### src/rtl/alu_mc.sv
// Handshaked multi-cycle ALU: single-cycle logic/add/sub/compare ops and
// iterative radix-2 shift-add unsigned multiply, with registered result/flags.
//
// state | meaning
// IDLE  | waiting for a request, in_ready=1
// BUSY  | multiply iterating, one partial product per cycle
// DONE  | result valid, held until out_ready
module alu_mc #(
  parameter int WIDTH = 32
) (
  input  logic             clk,
  input  logic             rst,
  input  logic             in_valid,
  output logic             in_ready,
  input  logic [WIDTH-1:0] A,
  input  logic [WIDTH-1:0] B,
  input  logic [3:0]       ALUop,
  output logic             out_valid,
  input  logic             out_ready,
  output logic [WIDTH-1:0] Result,
  output logic             Overflow,
  output logic             CarryOut,
  output logic             Zero
);

  localparam int CW = $clog2(WIDTH);

  typedef enum logic [1:0] {IDLE, BUSY, DONE} state_t;

  state_t             state_q;
  logic [WIDTH-1:0]   result_q;
  logic               ovf_q, cout_q, zero_q;
  logic [WIDTH-1:0]   mcand_q;
  logic [2*WIDTH-1:0] prod_q;
  logic [CW-1:0]      cnt_q;
  logic               mulhi_q;

  logic               accept, is_mul, sub;
  logic [WIDTH-1:0]   bop, sum;
  logic [WIDTH:0]     sum_ext;
  logic               cout, ovf;
  logic [WIDTH-1:0]   sc_result_d;
  logic               sc_ovf_d, sc_cout_d;
  logic [WIDTH:0]     add_hi;
  logic [2*WIDTH-1:0] prod_d;
  logic [WIDTH-1:0]   mul_result_d;
  logic               mul_cout_d;

  assign in_ready  = (state_q == IDLE) | ((state_q == DONE) & out_ready);
  assign accept    = in_valid & in_ready;
  assign is_mul    = (ALUop == 4'b1000) | (ALUop == 4'b1001);
  assign out_valid = (state_q == DONE);
  assign Result    = result_q;
  assign Overflow  = ovf_q;
  assign CarryOut  = cout_q;
  assign Zero      = zero_q;

  // Shared adder: subtraction is A + ~B + 1.
  assign sub     = (ALUop == 4'b0110) | (ALUop == 4'b0111) | (ALUop == 4'b0101);
  assign bop     = sub ? ~B : B;
  assign sum_ext = {1'b0, A} + {1'b0, bop} + {{WIDTH{1'b0}}, sub};
  assign sum     = sum_ext[WIDTH-1:0];
  assign cout    = sum_ext[WIDTH];
  assign ovf     = (A[WIDTH-1] == bop[WIDTH-1]) & (sum[WIDTH-1] != A[WIDTH-1]);

  always_comb begin
    sc_result_d = '0;
    sc_ovf_d    = 1'b0;
    sc_cout_d   = 1'b0;
    case (ALUop)
      4'b0000: sc_result_d = A & B;
      4'b0001: sc_result_d = A | B;
      4'b0011: sc_result_d = A ^ B;
      4'b0100: sc_result_d = ~(A | B);
      4'b0010: begin
        sc_result_d = sum;
        sc_ovf_d    = ovf;
        sc_cout_d   = cout;
      end
      4'b0110: begin
        sc_result_d = sum;
        sc_ovf_d    = ovf;
        sc_cout_d   = ~cout;
      end
      4'b0111: sc_result_d = {{(WIDTH-1){1'b0}}, ovf ^ sum[WIDTH-1]};
      4'b0101: sc_result_d = {{(WIDTH-1){1'b0}}, ~cout};
      default: sc_result_d = '0;
    endcase
  end

  // Upper half accumulates the multiplicand when the current multiplier LSB is set.
  assign add_hi       = prod_q[0] ? ({1'b0, prod_q[2*WIDTH-1:WIDTH]} + {1'b0, mcand_q})
                                  : {1'b0, prod_q[2*WIDTH-1:WIDTH]};
  assign prod_d       = {add_hi, prod_q[WIDTH-1:1]};
  assign mul_result_d = mulhi_q ? prod_d[2*WIDTH-1:WIDTH] : prod_d[WIDTH-1:0];
  assign mul_cout_d   = mulhi_q ? 1'b0 : (|prod_d[2*WIDTH-1:WIDTH]);

  always_ff @(posedge clk) begin
    if (rst) begin
      state_q  <= IDLE;
      result_q <= '0;
      ovf_q    <= 1'b0;
      cout_q   <= 1'b0;
      zero_q   <= 1'b1;
      mcand_q  <= '0;
      prod_q   <= '0;
      cnt_q    <= '0;
      mulhi_q  <= 1'b0;
    end else begin
      case (state_q)
        IDLE, DONE: begin
          if (accept) begin
            if (is_mul) begin
              state_q <= BUSY;
              mcand_q <= A;
              prod_q  <= {{WIDTH{1'b0}}, B};
              cnt_q   <= '0;
              mulhi_q <= ALUop[0];
            end else begin
              state_q  <= DONE;
              result_q <= sc_result_d;
              ovf_q    <= sc_ovf_d;
              cout_q   <= sc_cout_d;
              zero_q   <= (sc_result_d == '0);
            end
          end else if (state_q == DONE && out_ready) begin
            state_q <= IDLE;
          end
        end
        BUSY: begin
          prod_q <= prod_d;
          cnt_q  <= cnt_q + CW'(1);
          if (cnt_q == CW'(WIDTH - 1)) begin
            state_q  <= DONE;
            result_q <= mul_result_d;
            ovf_q    <= 1'b0;
            cout_q   <= mul_cout_d;
            zero_q   <= (mul_result_d == '0);
          end
        end
        default: state_q <= IDLE;
      endcase
    end
  end

endmodule

### config.mk
export PLATFORM = sky130hd
export DESIGN_NAME = alu_mc
export DESIGN_NICKNAME = d
export VERILOG_FILES = /design/src/rtl/alu_mc.sv
export SDC_FILE = /design/constraint.sdc
export NUM_CORES = 1
export LEC_CHECK = 0
export CAP_MARGIN = 15
export CORE_UTILIZATION = 60
export DETAILED_ROUTE_END_ITERATION = 8
export PLACE_DENSITY = 0.81
export SKIP_LAST_GASP = 1
export SLEW_MARGIN = 0
export SYNTH_ARGS = -nofsm -noshare
export SYNTH_HDL_FRONTEND = slang
export SYNTH_SLANG_ARGS = --single-unit
### constraint.sdc
create_clock -name clk -period 5.85 [get_ports clk]
set_clock_uncertainty 0.15 [all_clocks]
set_input_delay 1.17 -clock clk [delete_from_list [all_inputs] [get_ports clk]]
set_output_delay 1.17 -clock clk [all_outputs]
set_load 0.05 [all_outputs]
After elaboration in Yosys (flattened, before gate mapping)
Index checks and enable logic that the tools add are counted.
{"block": "totals", "output_inout_bits": 37, "reg_bits": 139}
{"block": "op_classes", "addsub": 4, "n_mux": 34, "eq_ne": 19, "reduce_logical": 13, "bitwise_logic": 14}
{"op": "$pmux W32 S7", "count": 1}
{"op": "$mux W32", "count": 5}
{"op": "$mux W64", "count": 2}
{"op": "$pmux W64 S2", "count": 1}
{"op": "$add A32 B32 Y33", "count": 2}
{"op": "$logic_not A32 Y1", "count": 2}
{"op": "$not A32 Y32", "count": 2}
{"op": "$pmux W32 S2", "count": 1}
{"op": "$add A33 B1 Y33", "count": 1}
{"op": "$mux W33", "count": 1}
{"op": "$and A32 B32 Y32", "count": 1}
{"op": "$or A32 B32 Y32", "count": 1}
{"op": "$reduce_or A32 Y1", "count": 1}
{"op": "$xor A32 B32 Y32", "count": 1}
{"op": "$eq A4 B3 Y1 const B", "count": 4}
{"op": "$mux W1", "count": 11}
{"op": "$mux W5", "count": 2}
{"op": "$pmux W5 S2", "count": 1}
{"op": "$eq A4 B2 Y1 const B", "count": 2}
{"op": "$eq A4 B4 Y1 const B", "count": 2}
{"op": "$mux W2", "count": 4}
{"op": "$ne A2 B2 Y1 const B", "count": 4}
{"op": "$pmux W1 S2", "count": 4}
{"op": "$reduce_and A3 Y1", "count": 2}
{"op": "other kinds (20)", "count": 26}

Logic depth before layout (Yosys ltp)
{"block": "logic_depth", "depth_word": 14, "depth_mapped": 19}

Worst setup path before layout
No wires, ideal clock.
{"block": "synth_timing", "path_type": "input to register", "start": "in ALUop[0]", "end": "reg result_q[0] (netlist: Result[0])", "setup_slack_ps": 771, "arrival_ps": 4798, "setup_ps": 132, "path_stages": 18, "path_buffers": 4, "cell_sequence": "buf_4 nor2_2 nor2_1 buf_1 xnor2_1 ha_1 clkbuf_1 nand4_1 or3_1 o21ba_1 buf_6 o41ai_4 a41oi_2 a311o_1 a41oi_2 nor2_1 nor3_1 nor3_1"}
{"block": "synth_between", "elab_chain_len": 13}
{"element": "start: declaration", "line": "17", "rtl": "input logic [3:0] ALUop,"}
{"element": "$eq A4 B3 Y1", "line": "59, 70"}
{"element": "$or A1 B1 Y1 (2 in a row)", "line": "59", "rtl": "assign sub = (ALUop == 4'b0110) | (ALUop == 4'b0111) | (ALUop == 4'b0101);"}
{"element": "$mux W32", "line": "60", "rtl": "assign bop = sub ? ~B : B;"}
{"element": "$add A32 B32 Y33", "line": "61", "rtl": "assign sum_ext = {1'b0, A} + {1'b0, bop} + {{WIDTH{1'b0}}, sub};"}
{"element": "$add A33 B1 Y33", "line": "61"}
{"element": "$ne A1 B1 Y1", "line": "64", "rtl": "assign ovf = (A[WIDTH-1] == bop[WIDTH-1]) & (sum[WIDTH-1] != A[WIDTH-1]);"}
{"element": "$and A1 B1 Y1", "line": "64"}
{"element": "$xor A1 B1 Y1", "line": "85", "rtl": "4'b0111: sc_result_d = {{(WIDTH-1){1'b0}}, ovf ^ sum[WIDTH-1]};"}
{"element": "$pmux W32 S7", "line": "70", "rtl": "case (ALUop)"}
{"element": "$mux W32", "line": "113", "rtl": "if (is_mul) begin"}
{"element": "$mux W32", "line": "112", "rtl": "if (accept) begin"}
{"element": "$pmux W32 S2", "line": "110", "rtl": "case (state_q)"}
{"element": "end signal: assignment", "line": "121", "rtl": "result_q <= sc_result_d;"}
{"element": "end signal: assignment", "line": "135", "rtl": "result_q <= mul_result_d;"}
{"element": "end: declaration", "line": "31", "rtl": "logic [WIDTH-1:0] result_q;"}
Several ways; a longest one is shown, not always the timed one. The select of a mux whose other input is x is not followed.
A chain may end at the register's enable or synchronous reset.

Worst setup path after layout
{"block": "layout_timing", "start": "in ALUop[3]", "end": "reg zero_q (netlist: Zero)"}
{"block": "layout_between", "elab_chain_len": 14}
{"element": "$eq A4 B3 Y1", "line": "59, 70"}
{"element": "$or A1 B1 Y1 (2 in a row)", "line": "59"}
{"element": "$mux W32", "line": "60"}
{"element": "$add A32 B32 Y33", "line": "61"}
{"element": "$add A33 B1 Y33", "line": "61"}
{"element": "$ne A1 B1 Y1", "line": "64"}
{"element": "$and A1 B1 Y1", "line": "64"}
{"element": "$xor A1 B1 Y1", "line": "85"}
{"element": "$pmux W32 S7", "line": "70"}
{"element": "$logic_not A32 Y1", "line": "124", "rtl": "zero_q <= (sc_result_d == '0);"}
{"element": "$mux W1", "line": "113"}
{"element": "$mux W1", "line": "112"}
{"element": "$pmux W1 S2", "line": "110"}
{"element": "end signal: assignment", "line": "124"}
{"element": "end signal: assignment", "line": "138", "rtl": "zero_q <= (mul_result_d == '0);"}
{"element": "end: declaration", "line": "32", "rtl": "logic ovf_q, cout_q, zero_q;"}
Several ways; a longest one is shown, not always the timed one. The select of a mux whose other input is x is not followed.

==> metrics.yaml <==
die:
  start_util_pct: 61.3
  fp.dieH_um: 149
  io_pins: 109
  rows: 53
  core_region_area_mm2: 0.0210
  dieArea_mm2: 0.0221
  dieWidth_um: 149
synth:
  syn_inst: 1801
  yosys.cell_types.count: 81
  synth-seq-cells: 139
  synth_warnings: 0
  synth_top_area_share_pct: 21.6
  synth_top_area_cell: "dfxtp_1"
  seq_area_frac_synth_pct: 21.6
  synth_common_cells: "277 x nand2_1, 185 x nor2_1, 177 x a21oi_1"
  ys.flop_type: "dfxtp_1"
  synth_edf_count: 0
  synthArstFlopShare_pct: 0
  synth.most_common_cell: "nand2_1"
  syn_nets: 2006
  syn-cell-area_mm2: 0.0129
  synthTopCellsByArea: "dfxtp_1 22%, ha_1 13%, nand2_1 8.1%"
  syn_area_per_cell_um2: 7.16
timing:
  finalWorstSetupSlack_ns: 0.632
  period_minus_slack_ns: 5.22
  setup_tns_ns: 0
  relSlewSlack_pct: 20.9
  worst_pin_slew_ns: 1.18
  finalSetupViolations: 0
  hold_viol_final: 0
  max_freq_ghz: 0.192
  finalCritPeriodShare_pct: 89.2
  finalMaxSlewViolations: 0
  rsz0062_at_grt: "no"
routing:
  first_pass_iters: 6
  wl_per_cell_um: 20.7
  route.vias.total: 14000
  drt-initial-drc-count: 1539
  routed_wl_um: 44000
  antenna_left: 0
  route.detailed.drc: 0
  routed_via_density: 6.61
pwr:
  powerDensity_mw_per_mm2: 202
  cellLeakagePower_nw: 5.89
  vdd_ir_drop_max_mv: 0.162
run_status:
  run_status: "completed"
cts:
  cts_num_sinks: 139
  hold_buffers: 0
  cts_tree: "yes"
  numCtsBuffers: 17
  cts_buffer_depth: 2
  clock_latency_ns: 0.42
  cts_max_level: 4
  root_buffer: "clkbuf_16"
  cts-resized-gates: 0
  post_cts_buffers: 0
  clk_pin_slew_worst_paths_ns: 0.07
final_layout:
  syn_to_final_growth_pct: 14.5
  n_fill_cell: 1771
  nNetsFinal: 2042
  n_antenna_cell: 0
  drive_gt1_share_pct: 6.11
global_routing:
  antenna_found_initial: 0
  gr-total-overflow: 0
  grt_pass1_vias: 12500
  grt_pass1_wl_um: 68200
  grt_max_degree: 97
  track_usage_pct: 39.3
critical_path:
  cpMaxStageDelayCell: "a221oi_1"
  path_common_cell: "nand4_1"
  crit_chain: "clkdlybuf4s50_1 -> nand2b_1 -> nor2_4 -> xnor2_1 -> inv_1 -> fa_1 -> nand3b_1 -> nand2_1 -> xor2_1 -> a221oi_1 -> nand3_1 -> nor3_1 -> nand4_1 -> nor4_1 -> nand4_1 -> o21ai_1 -> a41o_1"
  crit_type: "primary input to flop"
  required_ns: 6.06
  start_kind: "primary input"
  reg2reg_slack_ns: 1.60
  crit_path_end_kind: "flop"
  arrival_ns: 5.43
  slowest_delay_ns: 0.59
  crit_fanout: 8
placed_design:
  place_ws_ns: 0.289
  hpwl_um: 33500
  io_buffers: 108
  place.gp.congestion: 0.941
run:
  max-cap-violations: 0
worst_hold_path:
  hold_class: "flop to flop"
registers in the layout, summed over array words and instances (netlist names):
| register | cells |
|---|---|
| prod_q | 64 |
| Result | 32 |
| mcand_q | 32 |
| cnt_q | 5 |
| state_q | 2 |
| CarryOut | 1 |
| Overflow | 1 |
| Zero | 1 |
| mulhi_q | 1 |
stage by stage:
stage               cells  power [mW]  utilization (%)  hold slack (ns)  instance area [um2]
finish               2124        2.99             70.2            0.308                14800
global route         2124        3.10             70.2            0.330                14800
CTS                  2124        2.96             70.2            0.310                14800
detailed placement   2093        1.88             67.4            0.301                14200
global placement     2093        1.86             67.4            0.292                14200
floorplan            1801        1.59                -            0.289                12900
where the power goes:
part | internal [mW] | switching (mW) | total (mW)
clock network | 0.670 | 0.433 | 1.10
registers | 0.975 | 0.0250 | 1.00
logic | 0.331 | 0.554 | 0.885
critical path: cells and delay by family:
kind | cells | cell delay [ns]
buffers and inverters | 2 | 0.49
and+or+nand+nor | 9 | 2.18
adders and majority gates | 1 | 0.40
xor gates and xnor gates | 2 | 0.30
AOI/OAI and AO/OA | 3 | 0.90
cell families after synthesis:
| group | Yosys count | synth area share (%) |
|---|---|---|
| buf+inv | 217 | 6.55 |
| simple gates | 672 | 23.4 |
| mux | 36 | 2.89 |
| fa+ha+maj | 133 | 13.0 |
| xor+xnor | 68 | 4.62 |
| compound gates | 536 | 28.0 |
| flops | 139 | 21.6 |
final cells by class:
| cell class | instances | area, um2 | share of cell area, % |
|---|---|---|---|
| Inverter | 92 | 345 | 2.34 |
| Tap cell | 275 | 344 | 2.33 |
| Sequential cell | 139 | 2780 | 18.9 |
| Timing Repair Buffer | 142 | 1350 | 9.12 |
| Clock inverter | 14 | 173 | 1.17 |
| Multi-Input combinational cell | 1445 | 9340 | 63.3 |
| Clock buffer | 17 | 425 | 2.88 |
worst paths after layout:
check | start | to | cells after the start
min | Result[24] | Result[24] | 2
max | ALUop[3] | Zero | 17
min reg2reg | Result[24] | Result[24] | 2
max reg2reg | prod_q[32] | CarryOut | 13
cell usage in the layout, fill, tap and decap left out, types with 44 or more instances in the layout:
master	count
clkdlybuf4s50_1	107
nor2_1	184
nand2_1	277
o21ai_0	73
inv_1	92
xnor2_1	57
a21oi_1	176
ha_1	131
dfxtp_1	138
nor3_1	44
metal layers:
metal,track usage [%],share of wire [%],vias to the layer above,routed length (um)
li1,-,-,6567,-
met1,57.7,44,6603,19500
met2,59.9,43,792,19100
met3,5.15,10,82,4390
met4,10.3,2.3,0,1010
met5,0,0,-,0
Note: power is estimated with default switching activity, not from simulation.
